File: src/rtl/power_window_detect_pkg.sv
// power_detect_pkg: shared FSM state enum, sample width MAG_W and sum_w() sum-width helper
package power_detect_pkg;
  localparam int MAG_W = 32;
  typedef enum logic [2:0] {FILL, IDLE, ARMING, ACTIVE, RELEASING} state_t;
  function automatic int sum_w(input int win_log2);
    return MAG_W + win_log2;
  endfunction
endpackage

File: src/rtl/power_window_detect_if.sv
// power_window_detect_if: sample/threshold in (mag_sq, mag_sq_strobe, threshold), results out (avg_pwr, avg_strobe, trigger, trigger_rise, peak_pwr); master drives samples, slave is the detector
interface power_window_detect_if;
  import power_detect_pkg::*;
  logic [MAG_W-1:0] mag_sq;
  logic mag_sq_strobe;
  logic [MAG_W-1:0] threshold;
  logic [MAG_W-1:0] avg_pwr;
  logic avg_strobe;
  logic trigger;
  logic trigger_rise;
  logic [MAG_W-1:0] peak_pwr;
  modport master(output mag_sq, mag_sq_strobe, threshold, input avg_pwr, avg_strobe, trigger, trigger_rise, peak_pwr);
  modport slave(input mag_sq, mag_sq_strobe, threshold, output avg_pwr, avg_strobe, trigger, trigger_rise, peak_pwr);
endinterface

File: src/rtl/power_window_detect_sample_delay_line.sv
// sample_delay_line: DEPTH x WIDTH shift register (clock, reset, shift_en, din in; oldest out = entry from DEPTH shifts ago)
module sample_delay_line #(
  parameter int WIDTH = 32,
  parameter int DEPTH = 16
) (
  input  logic             clock,
  input  logic             reset,
  input  logic             shift_en,
  input  logic [WIDTH-1:0] din,
  output logic [WIDTH-1:0] oldest
);
  logic [DEPTH-1:0][WIDTH-1:0] mem;
  always_ff @(posedge clock)
    if (reset) mem <= '0;
    else if (shift_en) mem <= {mem[DEPTH-2:0], din};
  assign oldest = mem[DEPTH-1];
endmodule

File: src/rtl/power_window_detect.sv
// power_window_detect: sliding-window average of mag_sq with hysteretic trigger FSM (clock, reset, enable, bus slave); peak_pwr tracking under POWER_WINDOW_PEAK_EN
module power_window_detect
  import power_detect_pkg::*;
#(
  parameter int WIN_LOG2 = 4,
  parameter int HOLD_ON  = 3,
  parameter int HOLD_OFF = 16,
  parameter int CNT_W    = 8
) (
  input logic clock,
  input logic reset,
  input logic enable,
  power_window_detect_if.slave bus
);
  localparam int N  = 1 << WIN_LOG2;
  localparam int SW = sum_w(WIN_LOG2);
  logic acc, evt, hit, trig, trig_nx, avg_stb_q, rise_q;
  logic [MAG_W-1:0] oldest, avg_nx, avg_q;
  logic [SW-1:0] sum_q, sum_nx;
  logic [WIN_LOG2-1:0] fill_cnt;
  logic [CNT_W-1:0] on_cnt, on_nx, off_cnt, off_nx;
  state_t state, state_nx;
  sample_delay_line #(.WIDTH(MAG_W), .DEPTH(N)) u_delay (
    .clock(clock),
    .reset(reset),
    .shift_en(acc),
    .din(bus.mag_sq),
    .oldest(oldest)
  );
  assign acc     = enable & bus.mag_sq_strobe;
  assign sum_nx  = sum_q + SW'(bus.mag_sq) - SW'(oldest);
  assign avg_nx  = MAG_W'(sum_nx >> WIN_LOG2);
  // the Nth accepted sample is the first full window, so it already produces an average
  assign evt     = acc & (state != FILL || fill_cnt == WIN_LOG2'(N - 1));
  assign hit     = avg_nx > bus.threshold;
  assign trig    = state == ACTIVE || state == RELEASING;
  assign trig_nx = state_nx == ACTIVE || state_nx == RELEASING;
  always_comb begin
    state_nx = state;
    on_nx    = on_cnt;
    off_nx   = off_cnt;
    if (evt)
      case (state)
        FILL, IDLE: begin
          on_nx    = hit ? CNT_W'(1) : '0;
          state_nx = !hit ? IDLE : HOLD_ON == 1 ? ACTIVE : ARMING;
        end
        ARMING: begin
          on_nx    = hit ? on_cnt + 1'b1 : '0;
          state_nx = !hit ? IDLE : on_nx >= CNT_W'(HOLD_ON) ? ACTIVE : ARMING;
        end
        ACTIVE: begin
          off_nx   = hit ? '0 : CNT_W'(1);
          state_nx = hit ? ACTIVE : HOLD_OFF == 1 ? IDLE : RELEASING;
        end
        RELEASING: begin
          off_nx   = hit ? '0 : off_cnt + 1'b1;
          state_nx = hit ? ACTIVE : off_nx >= CNT_W'(HOLD_OFF) ? IDLE : RELEASING;
        end
        default: state_nx = FILL;
      endcase
  end
  always_ff @(posedge clock)
    if (reset) begin
      state     <= FILL;
      on_cnt    <= '0;
      off_cnt   <= '0;
      fill_cnt  <= '0;
      sum_q     <= '0;
      avg_q     <= '0;
      avg_stb_q <= 1'b0;
      rise_q    <= 1'b0;
    end else if (enable) begin
      state     <= state_nx;
      on_cnt    <= on_nx;
      off_cnt   <= off_nx;
      avg_stb_q <= evt;
      rise_q    <= evt & trig_nx & !trig;
      if (acc) sum_q <= sum_nx;
      if (acc && state == FILL) fill_cnt <= fill_cnt + 1'b1;
      if (evt) avg_q <= avg_nx;
    end else begin
      avg_stb_q <= 1'b0;
      rise_q    <= 1'b0;
    end
  assign bus.avg_pwr      = avg_q;
  assign bus.avg_strobe   = avg_stb_q & enable;
  assign bus.trigger      = trig;
  assign bus.trigger_rise = rise_q & enable;
`ifdef POWER_WINDOW_PEAK_EN
  logic [MAG_W-1:0] peak_q;
  always_ff @(posedge clock)
    if (reset) peak_q <= '0;
    else if (evt && ((trig_nx && !trig) || (trig && avg_nx > peak_q))) peak_q <= avg_nx;
  assign bus.peak_pwr = peak_q;
`else
  assign bus.peak_pwr = '0;
`endif
endmodule

File: src/flat_wrapper.sv
// flat-port wrapper written by rule: the top's interface ports become plain ports
module power_window_detect_flat import power_detect_pkg::*;
#(
  parameter int WIN_LOG2 = 4,
  parameter int HOLD_ON  = 3,
  parameter int HOLD_OFF = 16,
  parameter int CNT_W    = 8
)
  (clock, reset, enable, bus_mag_sq, bus_mag_sq_strobe, bus_threshold, bus_avg_pwr, bus_avg_strobe, bus_trigger, bus_trigger_rise, bus_peak_pwr);
  power_window_detect_if bus_i ();
  input logic clock;
  input logic reset;
  input logic enable;
  input wire logic [$bits(bus_i.mag_sq)-1:0] bus_mag_sq;
  input wire logic [$bits(bus_i.mag_sq_strobe)-1:0] bus_mag_sq_strobe;
  input wire logic [$bits(bus_i.threshold)-1:0] bus_threshold;
  output wire logic [$bits(bus_i.avg_pwr)-1:0] bus_avg_pwr;
  output wire logic [$bits(bus_i.avg_strobe)-1:0] bus_avg_strobe;
  output wire logic [$bits(bus_i.trigger)-1:0] bus_trigger;
  output wire logic [$bits(bus_i.trigger_rise)-1:0] bus_trigger_rise;
  output wire logic [$bits(bus_i.peak_pwr)-1:0] bus_peak_pwr;
  assign bus_i.mag_sq = bus_mag_sq;
  assign bus_i.mag_sq_strobe = bus_mag_sq_strobe;
  assign bus_i.threshold = bus_threshold;
  assign bus_avg_pwr = bus_i.avg_pwr;
  assign bus_avg_strobe = bus_i.avg_strobe;
  assign bus_trigger = bus_i.trigger;
  assign bus_trigger_rise = bus_i.trigger_rise;
  assign bus_peak_pwr = bus_i.peak_pwr;
  power_window_detect #(.WIN_LOG2(WIN_LOG2), .HOLD_ON(HOLD_ON), .HOLD_OFF(HOLD_OFF), .CNT_W(CNT_W)) u_core (.clock(clock), .reset(reset), .enable(enable), .bus(bus_i));
endmodule
File: config.mk
export PLATFORM = sky130hd
export DESIGN_NAME = power_window_detect_flat
export DESIGN_NICKNAME = d
export VERILOG_FILES = /design/src/rtl/power_window_detect_pkg.sv /design/src/rtl/power_window_detect_if.sv /design/src/rtl/power_window_detect_sample_delay_line.sv /design/src/rtl/power_window_detect.sv /design/src/flat_wrapper.sv
export SDC_FILE = /design/constraint.sdc
export NUM_CORES = 1
export LEC_CHECK = 0
export CAP_MARGIN = 20
export CORE_UTILIZATION = 45
export DETAILED_ROUTE_END_ITERATION = 10
export DONT_BUFFER_PORTS = 1
export PLACE_DENSITY_LB_ADDON = 0.05
export SYNTH_ARGS = -nofsm -noshare
export SYNTH_HDL_FRONTEND = slang
export SYNTH_SLANG_ARGS = --single-unit
File: constraint.sdc
create_clock -name clock -period 5.3 [get_ports clock]
set_clock_uncertainty 0.05 [all_clocks]
set_input_delay 0.53 -clock clock [delete_from_list [all_inputs] [get_ports clock]]
set_output_delay 0.53 -clock clock [all_outputs]
set_load 0.005 [all_outputs]
==> run metrics, run 1 <==
ratio of cells with drive above 1 in the final layout 9.37%; Logic pwr share 22.8%; Layout area overhead 16.4%; status finished, violations left; Min Clock Period, post-route 5.33 ns; power density cells 426 nW/um2; register bit total from synthesis 605; cells after synthesis 3261; final slew viol count 0; crit path kind reg -> reg; NumNets Final 3436; vias in the first global route 18900; leakage 10.7 nW; Final Hold Viols 0; Clock power frac 40.0%; drt pass-1 iters 5; Fmax achieved 188 MHz; row count 86; worst reg2reg path startpoint u_core.sum_q[1]$_SDFFE_PP0P_; Ports 135; Via density 5.09; initial antenna violation count 3; CTS tree done; share of the synthesized area in the top cell type 48.1%; switching power share of the total 29.0%; Synth Warn # 0; WP data arrival 5.81 ns; vias 20700; fin cells 4068; flop-to-flop setup slack -0.03 ns; die area 56900 um2; fin area 29300 um2; final worst slack -0.0310 ns; worst setup path start u_core.sum_q[1]$_SDFFE_PP0P_; setup violators final 2; sequential share of the synthesized area 48.1%; H-tree depth 3; CTS sink count 605; Routed WL 65200 um; worst reg2reg path endpoint u_core.rise_q$_SDFF_PP0_; Worst EP required 5.78 ns; Starting DRT DRC Count 1378; dpl hpwl 40000 um; gr ovfl total 0; Routed WL per cell 16.0 um; first-pass GRT wire length 102000 um; Slew headroom 20.6%; violated checks setup timing; FF-to-FF path depth 25; Hold Crit Start bus_mag_sq[17]; Clk Latency, worst-skew pair 0.63 ns; CTS Root Cell clkbuf_16; PortBufs 0; crit start category flop; asr flop ratio synth 0%; Post-Syn Area 25200 um2; remaining antenna violation count after routing 0; Worst Hold Class in -> reg; Placed Instances 3915; pin count of the biggest net entering global routing 401; Longest Clk Path Bufs 3; placer congestion estimate 0.856; Die Y 239 um; initial core utilization 45.7%; maximum VDD drop 0.293 mV; Post-synth EDFFs 0; cell internal pwr 8.87 mW; CP max FO 7; Max Cap Viol 0; syn avg cell area 7.73 um2; Die Wd 239 um; CP Capture Point u_core.rise_q$_SDFF_PP0_; net switching power 3.63 mW; Seq pwr share 37.1%; placed cell area 26200 um2; CTS buffer count 68; count leader, synth nand2_1; Core Footprint 55200 um2; Reg clk slew, reported paths 0.06 ns; Post-synth top cells 1127 x nand2_1, 612 x a21oi_1, 605 x dfxtp_1; hold_ws 0.0316 ns; Final Cycle Share 101%; largest area contributor in the netlist dfxtp_1; RSZ-0062 raised after global routing true; Least-Margin Pin Slew 1.19 ns; library cells used by synthesis 69; GRT Total Usage 22.5%; DRC viols 0; Worst Setup End Kind flop; ys flop type dfxtp_1; largest cells by area after synthesis dfxtp_1 48%, nand2_1 17%, a21oi_1 12%, ha_1 3.5%, clkbuf_1 2.8%
==> worst max-delay path, cell delays in order (launching register included) <==
cell       delay, ns
dfxtp_2         0.33
inv_2           0.04
fa_1            0.55
inv_2           0.06
ha_4            0.25
a21o_1          0.12
nand4_1         0.10
a211o_1         0.39
a2111oi_4       0.42
buf_4           0.18
o21ba_4         0.16
nor4_4          0.04
a311oi_4        0.39
xnor2_2         0.14
ha_1            0.32
nand4_1         0.21
nor3_2          0.06
a22oi_1         0.19
o211ai_1        0.15
o21ai_2         0.20
buf_12          0.15
buf_8           0.12
a211oi_4        0.04
a31oi_4         0.18
a31oi_4         0.11
nor4_2          0.28
==> layout make-up <==
class / instances / area (um2)
Antenna cell: 1 / 2.50
Clock buffer: 98 / 2040
Clock inverter: 26 / 404
Fill cell: 5431 / 25900
Inverter: 184 / 691
Multi-Input combinational cell: 2266 / 11900
Sequential cell: 605 / 12100
Tap cell: 748 / 936
Timing Repair Buffer: 140 / 1240
==> cell usage in the layout, fill, tap and decap left out, types with 8 or more instances in the layout <==
master,count
inv_1,181
a21oi_1,605
a21o_1,27
buf_4,110
clkbuf_1,9
nor3_1,9
clkinv_2,9
conb_1,32
o21ai_1,14
nor2_1,52
and3_1,13
nand3b_1,19
dfxtp_1,600
nand4_1,11
o21ai_0,37
xnor2_1,17
clkbuf_8,20
nor2b_1,9
fa_1,31
nand3_1,29
ha_4,10
clkbuf_16,69
ha_1,61
a21oi_2,8
and2_1,8
dlygate4sd3_1,18
xor2_1,13
nand2_1,1126
or3_1,18
==> how the worst min path moves through the flow <==
stage | end | slack (ns) | cells past startpoint
global placement | u_core.u_delay.mem[251]$_SDFFE_PP0P_ | 0.39 | 2
CTS | u_core.u_delay.mem[17]$_SDFFE_PP0P_ | 0.004 | 2
detailed placement | u_core.u_delay.mem[478]$_SDFFE_PP0P_ | 0.39 | 2
finish | u_core.u_delay.mem[17]$_SDFFE_PP0P_ | 0.03 | 2
floorplan | u_core.sum_q[3]$_SDFFE_PP0P_ | 0.38 | 2
global route | u_core.u_delay.mem[21]$_SDFFE_PP0P_ | 0.02 | 2
==> per-stage QoR <==
stage	power, mW	TNS, ns	util [%]	setup WS, ns
floorplan	6.20	0	-	0.198
global route	13.1	-2.49	53.2	-0.248
finish	12.5	-0.0546	53.2	-0.0310
detailed placement	7.32	-6.35	47.4	-0.486
CTS	12.5	0	52.5	0.000347
global placement	7.32	-6.61	47.4	-0.499
==> routing by layer <==
| metal | up-vias | track usage (%) | share of wire, % |
|---|---|---|---|
| met1 | 9843 | 31.0 | 48 |
| met4 | 4 | 6.27 | 2.1 |
| met5 | - | 0 | 0.043 |
| li1 | 10500 | - | - |
| met3 | 90 | 4.18 | 3.6 |
| met2 | 238 | 35.7 | 46 |
==> registers in the layout, summed over array words and instances (netlist names) <==
name                   count
u_core.avg_stb_q           1
u_core.bus.avg_pwr        32
u_core.fill_cnt            4
u_core.off_cnt             8
u_core.on_cnt              8
u_core.rise_q              1
u_core.state               3
u_core.sum_q              36
u_core.u_delay.mem       480
u_core.u_delay.oldest     32
==> logic make-up (layout without fill, tap and decap cells) <==
logic type	after synthesis	count (layout)	share of synthesized area (%)
compound gates	757	757	16.2
xor+xnor	34	34	1.21
fa+ha+maj	103	103	6.07
buf+inv	421	448	6.76
flops	605	605	48.1
mux	3	3	0.129
other cells	1	33	0.0149
simple gates	1337	1337	21.5
==> power by group through the flow <==
stage | logic, mW | registers [mW] | clock network [mW]
after detailed placement | 2.58 | 4.74 | 0
after floorplan | 1.47 | 4.73 | 0
final | 2.86 | 4.64 | 5.00
after global placement | 2.58 | 4.74 | 0
after global routing | 3.12 | 4.65 | 5.32
after CTS | 2.70 | 4.64 | 5.13
==> timing repair <==
item / CTS / global route
setup buffers: 0 / 6
pin swaps: 5 / 46
hold buffers: 22 / 0
hold endpoints to repair: 77 / 0
resized for setup: 15 / 63
setup endpoints to repair: 16 / 18
Note: power is estimated with default switching activity, not from simulation.
==> run 2: changes to the inputs <==
--- a/config.mk
+++ b/config.mk
@@ -5,6 +5,7 @@
 export SDC_FILE = /design/constraint.sdc
 export NUM_CORES = 1
 export LEC_CHECK = 0
+export ABC_AREA = 1
 export CAP_MARGIN = 20
 export CORE_UTILIZATION = 45
 export DETAILED_ROUTE_END_ITERATION = 10
==> run 2 against run 1 <==
Effect of this change: the flow now finishes without violations; count of clock-buffer cells in the layout down 5; combinational power down 7%; clock power down 13%; global-route usage down 0.28 points; largest power group is now registers.
==> run metrics, run 2 <==
placed cell area 25900 um2; Layout area overhead 10.2%; asr flop ratio synth 0%; die area 57300 um2; NumNets Final 3495; pin count of the biggest net entering global routing 281; CTS sink count 605; leakage 12.2 nW; Starting DRT DRC Count 1239; Post-Syn Area 25400 um2; dpl hpwl 41400 um; maximum VDD drop 0.249 mV; first-pass GRT wire length 101000 um; CTS buffer count 66; Min Clock Period, post-route 4.81 ns; initial core utilization 45.8%; max reg flops 480; most frequent CP cell a21oi_1; initial antenna violation count 2; hold_ws 0.0429 ns; Routed WL per cell 15.3 um; Least-Margin Pin Slew 1.09 ns; delay-heaviest family, CP compound AO/OA/AOI/OAI gates; final slew viol count 0; gr ovfl total 0; Synth Warn # 0; Reg clk slew, reported paths 0.06 ns; Worst EP required 5.78 ns; CTS Root Cell clkbuf_16; WP data arrival 5.29 ns; cells after synthesis 3406; ratio of cells with drive above 1 in the final layout 4.67%; Post-synth top cells 1100 x nor2_1, 608 x o21ai_0, 605 x dfxtp_1; Top reg by flops u_core.u_delay.mem; Post-synth EDFFs 0; placer congestion estimate 0.852; Longest Clk Path Bufs 3; Die Y 239 um; register bit total from synthesis 605; Clk Latency, worst-skew pair 0.61 ns; largest area contributor in the netlist dfxtp_1; biggest regs u_core.u_delay.mem: 480 flops, u_core.sum_q: 36 flops; fin cells 4113; GRT Total Usage 22.2%; drt pass-1 iters 5; max incr delay on CP 0.50 ns; vias 20400; most frequent cells in the layout 1099 x nor2_1, 608 x o21ai_0, 605 x dfxtp_1; power density cells 429 nW/um2; remaining antenna violation count after routing 0; fin area 28000 um2; most common cell after layout, fill and taps aside nor2_1; library cells used by synthesis 45; Final Cycle Share 90.8%; row count 86; crit path kind reg -> reg; Final Hold Viols 0; CTS tree done; sequential share of the synthesized area 47.7%; status finished, final reports clean; count leader, synth nor2_1; largest cells by area after synthesis dfxtp_1 48%, nor2_1 16%, o21ai_0 12%, inv_1 4.7%, ha_1 3.5%; CP bufs+invs 4; syn avg cell area 7.45 um2; Ports 135; Via density 4.97; crit start category flop; PortBufs 0; ys flop type dfxtp_1; DRC viols 0; Fmax achieved 208 MHz; total power 12.0 mW; Die Wd 239 um; final worst slack 0.490 ns; Setup WS pre-CTS 0.0302 ns; share of the synthesized area in the top cell type 47.7%; Placed Instances 3999; Worst Setup End Kind flop; CP max stage cell fa_1; CP max FO 7; Fill cells 5590; Core Footprint 55400 um2; Max Cap Viol 0; setup violators final 0; vias in the first global route 19100; Worst Hold Class in -> reg; Routed WL 63000 um; H-tree depth 3; Slew headroom 27.6%
run 2: changes by cell type in the layout (fill, tap and decap cells not counted), moves of 17 or more:
cell	delta
a21o_1	-22
a21oi_1	-462
o21ai_0	+571
buf_4	-73
nor2_1	+1047
nand2_1	-968
or3_1	-18
inv_1	+132
dlygate4sd3_1	-17
run 2: final timing paths:
path                                 from                                   to  slack, ns  cells past startpoint
min                                 reset  u_core.bus.avg_pwr[15]$_SDFFE_PP0P_       0.04                      3
min reg2reg  u_core.sum_q[0]$_SDFFE_PP0P_         u_core.sum_q[0]$_SDFFE_PP0P_       0.41                      2
max          u_core.sum_q[7]$_SDFFE_PP0P_             u_core.rise_q$_SDFF_PP0_       0.49                     27
max reg2reg  u_core.sum_q[7]$_SDFFE_PP0P_             u_core.rise_q$_SDFF_PP0_       0.49                     27
run 2: cells by family (layout without fill, tap and decap cells):
kind of cell               count (synthesis)  count (layout)  share of synthesized area (%)
buffers and inverters                    543             470                           8.66
AOI/OAI and AO/OA                        794             794                           16.2
adders and majority gates                103             103                           6.03
and+or+nand+nor                         1323            1323                           20.0
other                                      1              33                         0.0148
xor gates and xnor gates                  37              37                           1.31
DFF                                      605             605                           47.7
run 2: area by class of cell:
| class | count | area (um2) | share of cell area (%) |
|---|---|---|---|
| Inverter | 315 | 1200 | 4.28 |
| Antenna cell | 1 | 2.50 | 0.00895 |
| Tap cell | 748 | 936 | 3.35 |
| Sequential cell | 605 | 12100 | 43.3 |
| Timing Repair Buffer | 47 | 475 | 1.70 |
| Clock buffer | 93 | 1860 | 6.67 |
| Multi-Input combinational cell | 2289 | 11200 | 40.1 |
| Clock inverter | 15 | 154 | 0.551 |
run 2: per-layer routing:
metal	global-route usage, %	share of wire (%)	wire (um)
met3	3.35	3.5	2180
met1	29.8	47	29900
met2	36.1	46	29100
met5	0	0	0
met4	8.10	2.9	1800
run 2: power breakdown:
group          total (mW)  switching [mW]  internal, mW
logic                2.67            1.71         0.956
clock network        4.36            1.85          2.50
registers            4.95           0.130          4.82
run 2: timing repair:
item / CTS / global route
buffers inserted: 0 / 3
hold buffers: 1 / 0
hold endpoints to repair: 19 / 0
endpoints found under the setup margin: 0 / 7
resized for setup: 0 / 4
run 2: tightest hold or removal path: cells and delay by family:
kind	cells	cell delay (ns)
compound gates	1	0.06
buf+inv	1	0.04
simple gates	1	0.02
run 2: per-stage QoR:
step	setup TNS, ns	util (%)
4_1_cts	0	50.3
6_report	0	50.4
3_3_place_gp	0	46.7
3_5_place_dp	0	46.7
2_1_floorplan	0	-
5_1_grt	-0.0153	50.4
